<file path="config.mk">
export PLATFORM = sky130hd
export DESIGN_NAME = pe_cfg_loader
export DESIGN_NICKNAME = d
export VERILOG_FILES = /design/src/rtl/pe_cfg_pkg.sv /design/src/rtl/pe_cfg_loader.sv
export SDC_FILE = /design/constraint.sdc
export NUM_CORES = 1
export LEC_CHECK = 0
export ABC_AREA = 1
export CAP_MARGIN = 20
export CORE_MARGIN = 3
export CORE_UTILIZATION = 36
export DETAILED_ROUTE_END_ITERATION = 8
export PLACE_DENSITY = 0.77
export SKIP_CTS_REPAIR_TIMING = 1
export SLEW_MARGIN = 20
export SYNTH_ARGS = -nofsm -noshare
export SYNTH_HDL_FRONTEND = slang
export SYNTH_SLANG_ARGS = --single-unit
</file>
<file path="constraint.sdc">
create_clock -name clk -period 1.2 [get_ports clk]
set_input_delay 0.24 -clock clk [delete_from_list [all_inputs] [get_ports clk]]
set_output_delay 0.24 -clock clk [all_outputs]
set_load 0.01 [all_outputs]
</file>
<file path="src/rtl/pe_cfg_pkg.sv">
// pe_cfg_pkg: shared command, state and bus types for the PE configuration chain loader
package pe_cfg_pkg;
  typedef enum logic [1:0] {SELECT = 2'd0, WORD = 2'd1, SWAP = 2'd2, START = 2'd3} cmd_op_e;
  typedef enum logic {IDLE = 1'b0, DRAIN = 1'b1} ld_state_e;
  typedef struct packed {
    logic [63:0] inst;
    logic [1:0]  id;
    logic        valid;
    logic        w_switch;
    logic        r_switch;
    logic        start;
  } pe_cfg_t;
endpackage

</file>
<file path="src/rtl/pe_cfg_loader.sv">
// pe_cfg_loader: sequences imem loads, bank swaps and global start onto the PE config chain
module pe_cfg_loader
  import pe_cfg_pkg::*;
#(
  parameter int INST_WIDTH = 64,
  parameter int INST_WORD  = 32,
  parameter int ID         = 2,
  parameter int NUM_PE     = 4,
  parameter int CONF       = INST_WIDTH + ID + 4
) (
  input  logic                         clk,
  input  logic                         rst,
  input  logic                         cmd_valid,
  output logic                         cmd_ready,
  input  logic [1:0]                   cmd_op,
  input  logic [ID-1:0]                cmd_pe_id,
  input  logic [INST_WIDTH-1:0]        cmd_inst,
  output logic [CONF-1:0]              pe_config_out,
  output logic [$clog2(INST_WORD):0]   word_cnt,
  output logic                         busy,
  output logic                         err
);
  localparam int WCW = $clog2(INST_WORD) + 1;
  localparam int DCW = $clog2(NUM_PE + 1);
  localparam logic [WCW-1:0] WMAX = WCW'(INST_WORD);
  localparam logic [ID:0]    NPE  = (ID + 1)'(NUM_PE);
  localparam logic [DCW-1:0] NDR  = DCW'(NUM_PE);
  ld_state_e             state;
  cmd_op_e               op;
  logic [DCW-1:0]        drain_cnt;
  logic [INST_WIDTH-1:0] inst_q;
  logic [ID-1:0]         id_q, tgt;
  logic                  tgt_ok, valid_q, w_q, r_q, start_q, acc;
  assign cmd_ready     = state == IDLE;
  assign busy          = state == DRAIN;
  assign acc           = cmd_valid && cmd_ready;
  assign op            = cmd_op_e'(cmd_op);
  assign pe_config_out = {inst_q, id_q, valid_q, w_q, r_q, start_q};
  always_ff @(posedge clk)
    if (rst) begin
      state     <= IDLE;
      drain_cnt <= '0;
      inst_q    <= '0;
      id_q      <= '0;
      tgt       <= '0;
      tgt_ok    <= 1'b0;
      valid_q   <= 1'b0;
      w_q       <= 1'b0;
      r_q       <= 1'b0;
      start_q   <= 1'b0;
      word_cnt  <= '0;
      err       <= 1'b0;
    end else begin
      valid_q <= 1'b0;
      start_q <= 1'b0;
      // drain holds off new commands until the start has walked the whole chain
      if (busy) begin
        drain_cnt <= drain_cnt - 1'b1;
        if (drain_cnt == DCW'(1)) state <= IDLE;
      end
      if (acc)
        case (op)
          SELECT:
            if ({1'b0, cmd_pe_id} < NPE) begin
              tgt      <= cmd_pe_id;
              tgt_ok   <= 1'b1;
              word_cnt <= '0;
            end else err <= 1'b1;
          WORD:
            if (!tgt_ok || word_cnt >= WMAX) err <= 1'b1;
            else begin
              inst_q   <= cmd_inst;
              id_q     <= tgt;
              valid_q  <= 1'b1;
              word_cnt <= word_cnt + 1'b1;
            end
          SWAP: begin
            w_q <= ~w_q;
            r_q <= ~r_q;
          end
          default: begin
            start_q   <= 1'b1;
            state     <= DRAIN;
            drain_cnt <= NDR;
          end
        endcase
    end
endmodule

</file>
### Word-level counts from Yosys, hierarchy flattened

Cells that the tools add are included.
Widths: inputs -> output; s select.

* output and inout port bits: 79
* register bits after elaboration: 84
* input port bits: 71
* logic and storage cells: 49

* $add $sub $neg: 2
* bitwise gates (word level): 6
* mux-type cells: 11
* equal/unequal tests: 4
* reduce and logical (&&, ||, !) cells: 13
* $lt $le $gt $ge: 1

Operators with widths (count)
* $pmux 6 s2: 1
* $mux 3: 3
* $reduce_and 3->1: 3
* $add 6x1->6 const B: 1
* $ge 6x6->1 const B: 1
* $mux 1: 6
* $mux 6: 1
* $not 1->1: 6
* $reduce_or 3->1: 2
* $reduce_and 2->1: 2
* $eq 3x1->1 const B: 1
* $sub 3x1->3 const B: 1
* $eq 2x1->1 const B: 1
* $eq 2x2->1 const B: 1
* $logic_not 2->1: 1
* $ne 2x2->1 const B: 1
* $reduce_bool 2->1: 1
* $reduce_or 2->1: 1
* $logic_and 1x1->1: 1
* $logic_not 1->1: 1
* $logic_or 1x1->1: 1

### Depth between registers and ports, before layout

Gate-level depths: netlist (run 1).

* word-level depth: 5
* mapped depth: 10
* depth with buffers taken out: 9

### Worst setup path before layout (run 1)

No wires, ideal clock.

* kind: register to register
* start point: register state, in the netlist busy
* end point: register word_cnt[1]
* slack: -0.111 ns
* stages on the path, launching flop included: 9
* data arrival time: 1.195 ns
* path buffers: 1
* path through: dfxtp_1 -> inv_2 -> nand2_2 -> nor2_4 -> nand2_4 -> buf_4 -> nand2_1 -> o21ai_0 -> nor2_1

* word-level cells in the longest chain between the ends: 3

RTL lines
* start: declaration: RTL line pe_cfg_loader.sv:28 `ld_state_e state;`
* start signal: assignment: RTL line pe_cfg_loader.sv:41 `state <= IDLE;`
* start signal: assignment: RTL line pe_cfg_loader.sv:59 `if (drain_cnt == DCW'(1)) state <= IDLE;`
* start signal: assignment: RTL line pe_cfg_loader.sv:83 `state <= DRAIN;`
* $not 1->1: RTL line pe_cfg_loader.sv:34 `assign cmd_ready = state == IDLE;`
* net cmd_ready: RTL line pe_cfg_loader.sv:14 `output logic cmd_ready,`
* $logic_and 1x1->1: RTL line pe_cfg_loader.sv:36 `assign acc = cmd_valid && cmd_ready;`
* $reduce_and 3->1 (no line)
* end signal: assignment: RTL line pe_cfg_loader.sv:75 `word_cnt <= word_cnt + 1'b1;`
* end: declaration: RTL line pe_cfg_loader.sv:19 `output logic [$clog2(INST_WORD):0] word_cnt,`

The timed path passes the listed nets, and every way through them passes these cells.
A chain may end at the register's enable or synchronous reset.

### Worst setup path after layout (run 1)

* start point: input port cmd_valid
* end point: register inst_q[34]

* word-level cells in the longest chain between the ends: 2

RTL lines
* start: declaration: RTL line pe_cfg_loader.sv:13 `input logic cmd_valid,`
* $logic_and 1x1->1: RTL line pe_cfg_loader.sv:36
* $reduce_and 3->1 (no line)
* end signal: assignment: RTL line pe_cfg_loader.sv:72 `inst_q <= cmd_inst;`
* end: declaration: RTL line pe_cfg_loader.sv:31 `logic [INST_WIDTH-1:0] inst_q;`

Every way passes these cells.

==> results.md, run 1 <==
* Max Fanout on Critical Path at 8
* Hpwl dp at 6240 um
* Die X at 99.0 um
* Maximum vdd drop at ~0.64 mV
* Status: finished with violations
* Most frequent cells in the layout: 73 x dlymetal6s2s_1, 72 x dfxtp_1, 68 x clkdlybuf4s50_1, 64 x a21oi_2, 63 x nand2_1
* Clk slew on worst S/H paths at 90 ps
* Vias in the first global route at around 3.0k
* Max Cap Viol at 0
* Max Slew Vio Count at 0
* Die area at 9810 um2
* Row cnt at 33
* Core Area at 8300 um2
* Ant. Diodes at 0
* Antenna violations before repair at 0
* Arr. time, crit path at around 1600 ps
* Rel. slew slack at ~70%
* Wire per inst at between 15 and 20 um
* Starting DRC count in detailed routing at just under 90
* Final Hold Viols at 0
* Final ANT Viol Nets at 0
* Fmax at approximately 0.71 GHz
* Initial core utilization at a little under two fifths
* H-tree lvl count at 3
* Util after Layout at 77.6%
* Pin count of the biggest net entering global routing at 35
* I/O pin total at 150
* Actual transition at the worst max-transition pin at 452 ps
* Power Density at 878 nW/um2
* Final #Nets at 658
* Hold Path Class: input port to flip-flop
* Syn Inst Count at approximately 400
* Via density at 4.94
* Period utilization at 117%
* Startpoint types: input port
* Fillers at 538
* Post-Place Cells at 652
* Final Critical Period at 1400 ps
* Final setup TNS at -8820 ps
* Slack of the worst reg-to-reg path at -200 ps
* Total track usage at 17.3%
* Syn avg cell area at 7.77 um2
* Worst-Skew Late Latency at ~370 ps
* Dpl ws at -515 ps
* Drt drc at 0
* #FFs+latches synth at 84
* Yosys cell types at 21
* Chip height at between 90 and 100 um
* Leakage at between 3 and 4 nW
* Worst setup path class: input port to flip-flop
* Syn nets at 476
* Final setup fails at 74
* Seq/Total Area, Yosys at 54.0%
* DRT Pass-1 Iters at 4
* Proportion of layout cells with a drive suffix above 1 at 42.9%
* Grt ovf at 0
* Vias at ~3.4k
* Setup crit end kind: flip-flop
* CTS tree: built
* Port bufs at 149
* Clk sinks at 84
* Area grow syn2layout at 107%
* Synth warn at 0
* Fin cells at between 600 and 700
* CTS Buf Count at 9
* Setup WS post-layout at -199 ps
* Clock Tree Buf Depth at 2
* Clock skew at between 20 and 25 ps
* Gpl congestion at 0.793
* Commonest non-fill, non-tap cell in the layout: dlymetal6s2s_1
* Total Power at 5.66 mW
* Clock root cell: clkbuf_8
* Total length of routed wires at 11,900 um
* First-pass GRT wire length at ~14,000 um
* CP required at 1430 ps
* Unrepaired setup endpoints after global routing: yes
* Failing checks: negative setup slack
* Mapped cell area at 3120 um2
==> cell usage after synthesis <==
| cell | instances | area share [%] |
|---|---|---|
| a211oi_1 | 1 | 0.24 |
| a21oi_1 | 77 | 12 |
| buf_2 | 4 | 0.64 |
| buf_4 | 5 | 1.2 |
| buf_6 | 5 | 1.8 |
| clkbuf_1 | 12 | 1.4 |
| dfxtp_1 | 84 | 54 |
| ha_1 | 4 | 1.6 |
| inv_1 | 18 | 2.2 |
| inv_2 | 2 | 0.24 |
| nand2_1 | 153 | 18 |
| nand2_2 | 2 | 0.40 |
| nand2_4 | 1 | 0.36 |
| nand3_1 | 4 | 0.64 |
| nand4_1 | 1 | 0.20 |
| nor2_1 | 16 | 1.9 |
| nor2_4 | 1 | 0.36 |
| nor3_1 | 2 | 0.32 |
| o21ai_0 | 7 | 1.1 |
| xnor2_1 | 1 | 0.28 |
| xor2_1 | 1 | 0.28 |
==> report_power, final <==
group	switching, mW	internal [mW]	total, mW
Combinational	0.305	0.369	0.674
Sequential	0.0264	2.82	2.85
Clock	1.10	1.04	2.14
Total	1.43	4.23	5.66
==> metal layers <==
layer	track usage (%)	part of all wire, %	vias to the layer above
li1	-	-	1635
met1	20.1	39	1630
met2	29.5	52	127
met3	5.24	5.7	30
met4	6.93	2.8	0
met5	0	0	-
==> registers in the layout, summed over array words and instances, names as in the netlist <==
| signal | flops |
|---|---|
| busy | 1 |
| err | 1 |
| w_q | 1 |
| r_q | 1 |
| word_cnt | 6 |
| tgt | 2 |
| inst_q | 64 |
| tgt_ok | 1 |
| start_q | 1 |
| id_q | 2 |
| drain_cnt | 3 |
| valid_q | 1 |
==> final timing paths <==
check / start / to / cells past startpoint
min: rst / id_q[0] / 2
max: cmd_valid / inst_q[34] / 8
max reg2reg: busy / inst_q[34] / 8
min reg2reg: r_q / r_q / 1
==> worst max-delay path, stage by stage <==
cell and delay (ps):
clkdlybuf4s50_1 510, nand2_4 80, nor2_4 170, nand2_8 130
buf_12 180, clkbuf_16 180, nand2_1 80, a21oi_2 50
==> logic make-up (layout without fill, tap and decap cells) <==
family | count (synthesis) | count (layout) | share of synthesized area, %
compound gates | 85 | 85 | 13.7
xor+xnor | 2 | 2 | 0.562
fa+ha+maj | 4 | 4 | 1.61
buf+inv | 46 | 233 | 7.51
flops | 84 | 84 | 54.0
simple gates | 180 | 180 | 22.6
==> area by class of cell <==
cell class / instances / area, um2 / area share [%]
multi-input cells: 271 / 1990 / 30.9
well taps: 105 / 131 / 2.04
flip-flops and latches: 84 / 1700 / 26.4
repair inverters: 1 / 16.3 / 0.252
repair buffers: 196 / 2310 / 35.8
inverters: 20 / 90.1 / 1.40
clock buffers: 10 / 138 / 2.14
clock inverters: 6 / 71.3 / 1.11
==> stage by stage <==
stage	hold slack, ps	instance area [um2]
final	143	6440
after global routing	143	6440
after CTS	136	5000
after detailed placement	451	4790
after global placement	434	4790
after floorplan	383	3130
Power figures use the tool's default switching activity.
==> inputs of run 2 (changes only) <==
- ABC_CLOCK_PERIOD_IN_PS: not set -> 1200
- MAX_ROUTING_LAYER: not set -> met4
==> run 2 against run 1 <==
- first-iteration DRC count decreased by 34%
- sequential share of layout area fell by 0.11 points
- worst setup slack worse by 3.9 ps
- die area stayed put
- the flow still finishes with violations (negative setup slack)
==> results.md, run 2 (synthesized netlist as in run 1, its figures left out) <==
* Status: finished with violations (unchanged)
* Failing checks: negative setup slack (unchanged)
* Clock root cell: clkbuf_8 (unchanged)
* R2R cell count at 8 (unchanged)
* Wire per inst at 16.8 um (was 17.1 um)
* Worst-Skew Late Latency at 360 ps (was 370 ps)
* Fmax at 0.713 GHz (was 0.715 GHz)
* Slack of the worst reg-to-reg path at -200 ps (about the same)
* Actual transition at the worst max-transition pin at 453 ps (was 452 ps)
* Post-DP Area at 4790 um2 (unchanged)
* DRT Pass-1 Iters at 4 (unchanged)
* Fin area at 6460 um2 (was 6440 um2)
* Util after Layout at 77.8% (was 77.6%)
* Startpoint types: flip-flop (was input port)
* CTS Buf Count at 9 (unchanged)
* R2R Path End: inst_q[34] (unchanged)
* Hpwl dp at 6240 um (unchanged)
* Chip height at 99.0 um (unchanged)
* Ant. Diodes at 0 (unchanged)
* Hold Path Class: input port to flip-flop (unchanged)
* Antenna violations before repair at 0 (unchanged)
* Gpl congestion at 0.804 (was 0.793)
* Final Hold Viols at 0 (unchanged)
* Die area at 9810 um2 (unchanged)
* Row cnt at 33 (unchanged)
* First-pass GRT wire length at 13,800 um (was 13,900 um)
* Max Fanout on Critical Path at 8 (unchanged)
* Leakage at 3.80 nW (was 3.78 nW)
* Setup crit end kind: flip-flop (unchanged)
* CP endpoint: inst_q[34] (unchanged)
* Final #Nets at 658 (unchanged)
* Total length of routed wires at 11,600 um (was 11,900 um)
* CTS tree: built (unchanged)
* Grt ovf at 0 (unchanged)
* Max FFs per register at 64 (unchanged)
* CP Launch Point: busy (was cmd_valid)
* Via density at 4.91 (was 4.94)
* Vias in the first global route at 3,025 (was 3,011)
* Power Internal at 4.23 mW (about the same)
* Sw Ratio at 25.3% (about the same)
* Core Area at 8300 um2 (unchanged)
* Unrepaired setup endpoints after global routing: yes (unchanged)
* Setup WS post-layout at -203 ps (was -199 ps)
* RR Startpoint: busy (unchanged)
* Seq pwr share at 50.3% (about the same)
* Rel. slew slack at 69.8% (was 69.9%)
* Die X at 99.0 um (unchanged)
* Switching power at 1.43 mW (about the same)
* Proportion of layout cells with a drive suffix above 1 at 43.0% (was 42.9%)
* Clock skew at 17.7 ps (was 22.0 ps)
* Gate power share at 11.9% (about the same)
* Final ANT Viol Nets at 0 (unchanged)
* Pin count of the biggest net entering global routing at 35 (unchanged)
* Area grow syn2layout at 107% (about the same)
* CP required at 1440 ps (was 1430 ps)
* Drt drc at 0 (unchanged)
* Max Cap Viol at 0 (unchanged)
* Dpl ws at -515 ps (unchanged)
* Initial core utilization at 37.6% (unchanged)
* Clk slew on worst S/H paths at 90 ps (about the same)
* Starting DRC count in detailed routing at 59 (was 89)
* Top Registers: inst_q: 64 flops, word_cnt: 6 flops, drain_cnt: 3 flops (unchanged)
* Most frequent cells in the layout: 74 x dfxtp_1, 73 x dlymetal6s2s_1, 68 x clkdlybuf4s50_1, 65 x a21oi_2, 61 x nand2_1 (was 73 x dlymetal6s2s_1, 72 x dfxtp_1, 68 x clkdlybuf4s50_1, 64 x a21oi_2, 63 x nand2_1)
* Maximum vdd drop at 0.590 mV (was 0.640 mV)
* Total Power at 5.66 mW (about the same)
* I/O pin total at 150 (unchanged)
* Clk pwr share at 37.8% (was 37.7%)
* Vias at 3,403 (was 3,422)
* Commonest non-fill, non-tap cell in the layout: dfxtp_1 (was dlymetal6s2s_1)
* Final Critical Period at 1400 ps (about the same)
* Port bufs at 149 (unchanged)
* H-tree lvl count at 3 (unchanged)
* Final setup fails at 74 (unchanged)
* Clk sinks at 84 (unchanged)
* Arr. time, crit path at 1640 ps (was 1630 ps)
* Total track usage at 17.7% (was 17.3%)
* Worst setup path class: flip-flop to flip-flop (was input port to flip-flop)
* Period utilization at 117% (about the same)
* Top reg by flops: inst_q (unchanged)
* Max Slew Vio Count at 0 (unchanged)
* Power Density at 877 nW/um2 (was 878 nW/um2)
* Clock Tree Buf Depth at 2 (unchanged)
run 2: cell counts in the layout (fill, tap and decap cells not counted):
Identical to the previous run, type by type.
run 2: critical path: stages (launching register included):
cell and delay [ps]:
dfxtp_4 360, inv_4 70, nand2_4 60, nor2_4 170, nand2_8 130, buf_12 180, clkbuf_16 180, nand2_1 80
a21oi_2 50
run 2: final cells by class:
class,instances,area (um2)
clock buffers,10,138
clock inverters,6,71.3
fillers,527,1840
inverters,20,90.1
multi-input cells,271,2010
flip-flops and latches,84,1700
well taps,105,131
repair buffers,196,2300
repair inverters,1,16.3
run 2: how the worst min path moves through the flow:
stage | to | from | cells after the start | slack, ps
finish | id_q[0] | rst | 2 | 150
global route | id_q[0] | rst | 2 | 160
CTS | tgt_ok | rst | 2 | 140
detailed placement | r_q | r_q | 1 | 450
global placement | r_q | r_q | 1 | 430
floorplan | inst_q[26] | cmd_inst[26] | 2 | 380
run 2: power groups by stage:
| stage | clock (mW) | sequential, mW | combinational [mW] |
|---|---|---|---|
| global route | 2.26 | 2.86 | 0.716 |
| finish | 2.14 | 2.85 | 0.674 |
| global placement | 0 | 2.91 | 0.498 |
| CTS | 2.15 | 2.85 | 0.507 |
| detailed placement | 0 | 2.91 | 0.503 |
| floorplan | 0 | 2.92 | 0.145 |
run 2: per-stage QoR:
step / hold slack [ps] / TNS [ps] / std cells
after floorplan: 383 / 0 / 401
after global placement: 434 / -31120 / 652
after detailed placement: 451 / -34730 / 652
after CTS: 136 / -29680 / 668
after global routing: 155 / -12440 / 693
final: 149 / -9220 / 693
run 2: metal layers:
metal	share of wire, %	track usage (%)	wire length, um	vias up
li1	-	-	-	1633
met1	41	20.6	4730	1630
met2	52	29.5	6050	115
met3	4.8	4.32	559	25
met4	2.6	6.93	301	0
met5	0	-	0	-
==> inputs of run 3 (changes only) <==
- PLACE_DENSITY: 0.77 -> 0.79
==> run 3 against run 2 <==
- the run still ends with negative setup slack left
- largest power group unchanged
- clock skew fell by 5.5 ps
- first-iteration DRC count up 5.1%
- critical path type is now input port to flip-flop
- count of clock-buffer cells in the layout unchanged
- highest routed layer unchanged
- combinational power grew 5.8%
- critical endpoint is now inst_q[63]
==> results.md, run 3 (synthesized netlist as in run 1, its figures left out) <==
* Crit path buffers/inverters at 3 (unchanged)
* Clk pwr share at 37.2% (was 37.8%)
* Area grow syn2layout at 108% (was 107%)
* Die X at 99.0 um (unchanged)
* Antenna violations before repair at 0 (unchanged)
* Grt ovf at 0 (unchanged)
* R2R Path End: inst_q[63] (was inst_q[34])
* Uppermost routed layer: met4 (unchanged)
* Die area at 9810 um2 (unchanged)
* Failing checks: negative setup slack (unchanged)
* Ant. Diodes at 0 (unchanged)
* Gate power share at 12.6% (was 11.9%)
* Port bufs at 149 (unchanged)
* Worst-Skew Late Latency at 350 ps (was 360 ps)
* Sw Ratio at 25.3% (about the same)
* Fmax at 0.697 GHz (was 0.713 GHz)
* Max FFs per register at 64 (unchanged)
* Fin cells at 691 (was 693)
* First-pass GRT wire length at 14,000 um (was 13,800 um)
* Routed wl met3 at 560 um (was 559 um)
* Worst Hold Depth at 4 (was 2)
* Fin area at 6480 um2 (was 6460 um2)
* Proportion of layout cells with a drive suffix above 1 at 40.3% (was 43.0%)
* Util after Layout at 78.1% (was 77.8%)
* Critical path depth in cells at 8 (unchanged)
* Max Fanout on Critical Path at 8 (unchanged)
* Final setup TNS at -10,540 ps (was -9220 ps)
* Leakage at 3.94 nW (was 3.80 nW)
* Gpl congestion at 0.819 (was 0.804)
* Startpoint types: input port (was flip-flop)
* Top Registers: inst_q: 64 flops, word_cnt: 6 flops, drain_cnt: 3 flops (unchanged)
* H-tree lvl count at 3 (unchanged)
* Clk sinks at 84 (unchanged)
* Hold Path Class: input port to flip-flop (unchanged)
* Status: finished with violations (unchanged)
* Total track usage at 17.9% (was 17.7%)
* DRT Pass-1 Iters at 4 (unchanged)
* CP required at 1480 ps (was 1440 ps)
* Clock root cell: clkbuf_8 (unchanged)
* R2R cell count at 8 (unchanged)
* Slowest cell on crit path: clkdlybuf4s50_1 (was dfxtp_4)
* Slack of the worst reg-to-reg path at -220 ps (was -200 ps)
* Final #Nets at 656 (was 658)
* Final setup fails at 74 (unchanged)
* CTS tree: built (unchanged)
* Arr. time, crit path at 1710 ps (was 1640 ps)
* Clk slew on worst S/H paths at 90 ps (about the same)
* Chip height at 99.0 um (unchanged)
* Initial core utilization at 37.6% (unchanged)
* Final Hold Viols at 0 (unchanged)
* Power Internal at 4.24 mW (was 4.23 mW)
* Top reg by flops: inst_q (unchanged)
* CTS Buf Count at 9 (unchanged)
* Most frequent cells in the layout: 80 x dfxtp_1, 78 x dlymetal6s2s_1, 69 x clkdlybuf4s50_1, 68 x nand2_1, 63 x a21oi_2 (was 74 x dfxtp_1, 73 x dlymetal6s2s_1, 68 x clkdlybuf4s50_1, 65 x a21oi_2, 61 x nand2_1)
* Switching power at 1.44 mW (was 1.43 mW)
* Wire per inst at 17.7 um (was 16.8 um)
* Final ANT Viol Nets at 0 (unchanged)
* Hpwl dp at 6340 um (was 6240 um)
* Actual transition at the worst max-transition pin at 640 ps (was 453 ps)
* Row cnt at 33 (unchanged)
* Setup WS post-layout at -235 ps (was -203 ps)
* Seq pwr share at 50.2% (was 50.3%)
* Crit path max-delay family: buffers and inverters (was simple AND/OR/NAND/NOR gates)
* Maximum vdd drop at 0.686 mV (was 0.590 mV)
* CP endpoint: inst_q[63] (was inst_q[34])
* Total length of routed wires at 12,200 um (was 11,600 um)
* Clock skew at 12.2 ps (was 17.7 ps)
* Post-DP Area at 4790 um2 (about the same)
* Slowest stage delay, CP at 510 ps (was 360 ps)
* RR Startpoint: busy (unchanged)
* Max Cap Viol at 0 (unchanged)
* Power Density at 875 nW/um2 (was 877 nW/um2)
* Starting DRC count in detailed routing at 62 (was 59)
* Max Slew Vio Count at 0 (unchanged)
* Worst-path cell chain: clkdlybuf4s50_1 > nand2_4 > nor2_4 > nand2_8 > clkinv_8 > clkbuf_16 > nand2_1 > a21oi_1 (was inv_4 > nand2_4 > nor2_4 > nand2_8 > buf_12 > clkbuf_16 > nand2_1 > a21oi_2)
* Rel. slew slack at 57.3% (was 69.8%)
* Drt drc at 0 (unchanged)
* DR WL met2 at 6450 um (was 6050 um)
* Commonest non-fill, non-tap cell in the layout: dfxtp_1 (unchanged)
* Pin count of the biggest net entering global routing at 41 (was 35)
* I/O pin total at 150 (unchanged)
* Via density at 4.96 (was 4.91)
* Clock Tree Buf Depth at 2 (unchanged)
* Setup crit end kind: flip-flop (unchanged)
* CP Launch Point: cmd_valid (was busy)
* Core Area at 8300 um2 (unchanged)
* Wl on met1 at 4850 um (was 4730 um)
* Worst setup path class: input port to flip-flop (was flip-flop to flip-flop)
* Unrepaired setup endpoints after global routing: yes (unchanged)
* Period utilization at 120% (was 117%)
* Vias at 3,430 (was 3,403)
* Post-Place Cells at 650 (was 652)
* Final Critical Period at 1430 ps (was 1400 ps)
* Vias in the first global route at 3,060 (was 3,025)
==> run 3: layout make-up <==
cell class | count | area (um2)
repair buffers | 193 | 2330
multi-input cells | 272 | 2020
fillers | 507 | 1820
flip-flops and latches | 84 | 1690
clock buffers | 10 | 138
well taps | 105 | 131
inverters | 20 | 95.1
clock inverters | 6 | 70.1
repair inverters | 1 | 16.3
==> run 3: metrics by stage <==
step / total power [mW] / setup slack, ps / hold WS, ps
finish: 5.67 / -235 / 197
global route: 5.87 / -279 / 203
CTS: 5.49 / -377 / 206
detailed placement: 3.41 / -493 / 449
global placement: 3.40 / -422 / 436
floorplan: 3.06 / 5.75 / 383
==> run 3: power by group through the flow <==
stage	Sequential [mW]	Combinational, mW	Clock, mW
finish	2.85	0.713	2.11
global route	2.85	0.753	2.26
CTS	2.85	0.503	2.14
detailed placement	2.91	0.500	0
global placement	2.91	0.494	0
floorplan	2.92	0.145	0
==> run 3: layer usage <==
metal	vias to the layer above	GRT usage, %
li1	1634	-
met1	1648	20.8
met2	117	30.2
met3	31	3.89
met4	0	6.72
met5	-	-
==> run 3: how the worst min path moves through the flow <==
stage / slack (ps) / endpoint / from
after global routing: 200 / word_cnt[0] / rst
after CTS: 210 / word_cnt[5] / rst
final: 200 / word_cnt[0] / rst
after global placement: 440 / w_q / w_q
after floorplan: 380 / inst_q[26] / cmd_inst[26]
after detailed placement: 450 / r_q / r_q
==> run 3: tightest hold or removal path, stage by stage <==
cell and delay, ps:
buf_2 120, nor2_2 70, o21ai_2 60, a21oi_2 30
